$ cat src/rtl/byteena_write_arbiter.sv
// Two-requester round-robin arbiter owning a byte-lane register.
// Optional BYTEENA_ARB_STATS_EN adds gcnt0/gcnt1 grant counters.
//
// Ports:
//   clk, resetn            clock, async active-low reset
//   req0/be0/wdata0        requester 0 request, lane mask, data
//   req1/be1/wdata1        requester 1 request, lane mask, data
//   gnt0, gnt1             one-cycle grants (decoded from state reg)
//   byteena                lanes written this cycle (granted be, else 0)
//   q                      stored register contents
//   busy                   FSM not idle
//   gcnt0, gcnt1           8-bit wrapping grant counters (stats only)
module byteena_write_arbiter #(
  parameter int NBYTES = 2,
  parameter logic [8*NBYTES-1:0] RESET_VAL = '0
) (
  input  logic                clk,
  input  logic                resetn,
  input  logic                req0,
  input  logic [NBYTES-1:0]   be0,
  input  logic [8*NBYTES-1:0] wdata0,
  input  logic                req1,
  input  logic [NBYTES-1:0]   be1,
  input  logic [8*NBYTES-1:0] wdata1,
  output logic                gnt0,
  output logic                gnt1,
  output logic [NBYTES-1:0]   byteena,
  output logic [8*NBYTES-1:0] q,
  output logic                busy
`ifdef BYTEENA_ARB_STATS_EN
  ,
  output logic [7:0]          gcnt0,
  output logic [7:0]          gcnt1
`endif
);

  localparam int W = 8 * NBYTES;

  typedef enum logic [1:0] {
    IDLE = 2'b00,
    GNT0 = 2'b01,
    GNT1 = 2'b10
  } state_t;

  state_t       state;
  state_t       state_nxt;
  logic         last;
  logic         last_nxt;
  logic [W-1:0] wsel;

  // The granted requester's own req is ignored: it is consumed
  // by the grant, so only the other side can chain back-to-back.
  always_comb begin
    state_nxt = IDLE;
    last_nxt  = last;
    case (state)
      IDLE: begin
        unique case (1'b1)
          req0 && req1:  state_nxt = last ? GNT0 : GNT1;
          req0 && !req1: state_nxt = GNT0;
          req1 && !req0: state_nxt = GNT1;
          default:       state_nxt = IDLE;
        endcase
      end
      GNT0: begin
        last_nxt = 1'b0;
        if (req1) state_nxt = GNT1;
      end
      GNT1: begin
        last_nxt = 1'b1;
        if (req0) state_nxt = GNT0;
      end
      default: state_nxt = IDLE;
    endcase
  end

  assign gnt0 = (state == GNT0);
  assign gnt1 = (state == GNT1);
  assign busy = gnt0 | gnt1;

  always_comb begin
    byteena = '0;
    wsel    = wdata0;
    unique case (1'b1)
      gnt0: byteena = be0;
      gnt1: begin
        byteena = be1;
        wsel    = wdata1;
      end
      default: byteena = '0;
    endcase
  end

  always_ff @(posedge clk or negedge resetn) begin
    if (!resetn) begin
      state <= IDLE;
      last  <= 1'b1;
      q     <= RESET_VAL;
    end else begin
      state <= state_nxt;
      last  <= last_nxt;
      for (int i = 0; i < NBYTES; i++) begin
        if (byteena[i]) q[8*i +: 8] <= wsel[8*i +: 8];
      end
    end
  end

`ifdef BYTEENA_ARB_STATS_EN
  always_ff @(posedge clk or negedge resetn) begin
    if (!resetn) begin
      gcnt0 <= '0;
      gcnt1 <= '0;
    end else begin
      if (gnt0) gcnt0 <= gcnt0 + 8'd1;
      if (gnt1) gcnt1 <= gcnt1 + 8'd1;
    end
  end
`endif

endmodule

$ cat config.mk
export PLATFORM = sky130hd
export DESIGN_NAME = byteena_write_arbiter
export DESIGN_NICKNAME = d
export VERILOG_FILES = /design/src/rtl/byteena_write_arbiter.sv
export SDC_FILE = /design/constraint.sdc
export NUM_CORES = 1
export LEC_CHECK = 0
export BUFFER_PORTS_ARGS = -buffer_cell sky130_fd_sc_hd__buf_2
export CORE_MARGIN = 3
export CORE_UTILIZATION = 40
export DETAILED_ROUTE_END_ITERATION = 12
export GPL_ROUTABILITY_DRIVEN = 0
export PLACE_DENSITY = 0.83
export SKIP_CTS_REPAIR_TIMING = 1
export SLEW_MARGIN = 0
export SYNTH_ARGS = -nofsm -noshare
export SYNTH_HDL_FRONTEND = slang
export SYNTH_SLANG_ARGS = --single-unit
$ cat constraint.sdc
create_clock -name clk -period 4.7 [get_ports clk]
set_clock_uncertainty 0.05 [all_clocks]
set_input_delay 0.47 -clock clk [delete_from_list [all_inputs] [get_ports clk]]
set_output_delay 0.47 -clock clk [all_outputs]
set_load 0.01 [all_outputs]
**Word-level counts from Yosys, hierarchy flattened**

Cells that the tools add are included.

- Register bits: 19
- Input bits: 40
- Output and inout bits: 21
- Logic and storage cells: 22

- Equality and inequality tests: 2
- Mux-type cells: 8
- Bitwise gates (word level): 1
- Reduce and logical (&&, ||, !) cells: 7

Operator list:

| operator | count |
|---|---|
| $mux W16 | 1 |
| $pmux W2 S3 | 2 |
| $mux W2 | 2 |
| $pmux W2 S2 | 1 |
| $logic_and A1 B1 Y1 | 3 |
| $eq A2 B1 Y1 const B | 1 |
| $eq A2 B2 Y1 const B | 1 |
| $logic_not A1 Y1 | 2 |
| $logic_not A2 Y1 | 1 |
| $pmux W1 S2 | 1 |
| $reduce_bool A2 Y1 | 1 |
| $mux W1 | 1 |
| $or A1 B1 Y1 | 1 |

**Depth between registers and ports, before layout**

- Depth in word-level cells: 4
- Gate-level depth with buffers: 8
- Depth with buffers taken out: 5

**Least setup slack after synthesis**

No wires, ideal clock.

- Kind: flip-flop to output port
- Start point: register state[0]
- End point: output byteena[0]
- Data arrival time: 1.416 ns
- Data required time: 4.180 ns
- Path slack: 2.764 ns
- Stages on the path, launching flop included: 7
- Buffers on the path: 2
- Cell sequence: dfrtp_1 inv_1 ha_1 clkbuf_1 clkbuf_1 nand2_1 inv_1

- Cells in the longest elaborated chain, start to end: 2
- Elaborated cells between the ends (all ways): 3
- Those cells by class: eq/ne: 2; mux: 1

RTL lines:

| element | line | RTL |
|---|---|---|
| from (decl) | 45 | `state_t state;` |
| from (signal assigned) | 100 | `state <= state_nxt;` |
| $eq A2 B2 Y1 / $eq A2 B1 Y1 (equally long branches) | 78, 77 |  |
| $pmux W2 S2 (*) | 84 | `unique case (1'b1)` |
| to (decl) | 27 | `output logic [NBYTES-1:0] byteena,` |

Mark *: on every way between the ends. The rest lies on a longest branch, timed or not.

**Final worst setup path**

- Start point: register state[0]
- End point: output byteena[1]

The elaborated chain is that of the path after synthesis.

==> run metrics <==
peak supply drop 0.3371 mV; Rel. slew slack 24.80%; DR WL/cell 14.23 microns; Worst setup SP type flip-flop; Final Power 0.0008548 W; row cnt 17; CTS max path bufs 2; full die area 3209 sq um; CTS tree yes; H-tree Lvls 1; Buffers on Ports 60; Top FF cell, synth dfrtp_1; Routed Wire Length 2.533 mm; synth unique cells 17; CP Launch Point state[0]; post-route clock period utilization 68.88%; Final ANT Viol Nets 0; io pins 61; vias in the first global route 973; drt drc 0; Period minus WS final 3.237 ns; share of cells above drive strength 1 44.67%; CP arrival 2.72 ns; final hold vios 0; number of synthesized flops with an enable pin 0; Fin Hold WS 0.03265 ns; Max-Cap Viols 0; ant diodes 0; top post-synthesis cells by count dfrtp_1, a21oi_1, a31oi_1, mux2i_1; DIE WIDTH 56.65 microns; DP Area 1292 sq um; status complete, no violations; largest net degree at the start of global routing 37; Initial Utilization 44.25%; Area contributors post-synth dfrtp_1, mux2i_1, a31oi_1; Static Leak 0.6515 nW; Post-Syn Area 1026 sq um; Syn Nets 140; drt pass-1 iters 4; Async SR Flop Fraction 100.0%; RSZ-0062 raised after global routing false; vias per std cell 5.309; share of the synthesized area in the top cell type 43.90%; global-route wire length before repair 4.243 mm; worst r2r src state[0]; CTS Sinks 19; First DRT Iteration DRCs 25; worst hold-check path type input port to async pin; Mean Syn Cell Area 10.69 sq um; CTS root buffer clkbuf_4; clock latency on the worst-skew pair 0.30 ns; critical path class flip-flop to output pin; final core occ 56.93%; Tightest Pin Transition 1.128 ns; initial antenna violation count 0; CP Capture Type output pin; Area Overhead vs Synth 28.66%; final instance area 1320 sq um; PwrDens 647.6 nW/um^2; final setup fails 0; CTS Buf Count 3; fin. max-slew vios 0; YS warnings 0; Vias 945; Total Neg Setup Slack 0 ns; synthesized instance count 96; post-DP HPWL 1.897 mm; top-count cell post-synth dfrtp_1; Total GRT Usage 16.79%; sequential share of the synthesized area 46.46%; die height 56.65 microns; total gr overflow 0; most area-hungry cell type in the Yosys netlist dfrtp_1; Seq cells post-synth 19; worst path required time 4.18 ns; core area 2318 sq um; Layout Nets 195; FMAX 308.9 MHz; CP max FO 21; Clock transition at path regs 0.11 ns
==> per-layer routing <==
layer	GRT usage (%)	share of wire, %	up-vias
met4	6.102	1.6	0
met5	0	0	-
li1	-	-	460
met1	21.06	44	433
met2	28.71	48	47
met3	2.759	6.9	5
==> flip-flops by register name (all words and copies together) (netlist names) <==
register  count
q            16
state         2
last          1
==> metrics by stage <==
stage / instances / setup WS (ns)
3_3_place_gp: 174 / 1.959
3_5_place_dp: 174 / 1.839
2_1_floorplan: 96 / 2.764
5_1_grt: 178 / 1.296
6_report: 178 / 1.463
4_1_cts: 178 / 1.471
==> area by class of cell <==
| type | instances | area [sq um] |
|---|---|---|
| clock buffers | 3 | 22.52 |
| clock inverters | 1 | 5.005 |
| fillers | 214 | 998.5 |
| inverters | 4 | 15.01 |
| multi-input cells | 63 | 465.4 |
| flip-flops and latches | 19 | 476.7 |
| well taps | 28 | 35.03 |
| repair buffers | 60 | 300.3 |
==> cells by family after synthesis <==
group           share of synthesized area, %
flops                                  46.46
fa+ha+maj                              4.878
compound gates                         20.61
buf+inv                                8.171
mux                                    16.71
simple gates                           3.171
==> power by group <==
part / switching [W] / total, W / leakage, nW / internal (W)
sequential: 0.0000442 / 0.000290 / 0.214 / 0.000245
clock: 0.0000530 / 0.0000847 / 0.0177 / 0.0000317
combinational: 0.000286 / 0.000481 / 0.420 / 0.000195
total: 0.000383 / 0.000855 / 0.651 / 0.000472
==> final timing paths <==
check                        endpoint  slack, ns  cells after the start
setup / recovery           byteena[1]       1.46                      6
hold / removal                   q[9]       0.03                      1
setup reg to reg                q[10]       2.13                      5
hold reg to reg                  q[8]       0.52                      2
max in group asynchronous        last       4.24                      1
min in group clk             state[0]       0.38                      2
==> placed cells by master (no fill, tap or decap) <==
master,count
dfrtp_1,18
inv_1,4
buf_2,60
dfstp_2,1
nor3b_1,2
a21oi_1,17
mux2i_1,16
nand2b_1,1
nand2_1,3
mux2_2,1
clkbuf_4,3
ha_1,4
a31oi_1,16
clkinv_2,1
a22o_1,2
a21oi_2,1
==> worst max-delay path: stages, from the launching register on <==
cell and delay [ns]:
dfrtp_1 0.42, inv_1 0.09, ha_1 0.91, a22o_1 0.69
nand2_1 0.10, inv_1 0.08, buf_2 0.12
No activity file was read; power rests on OpenSTA's default activity.
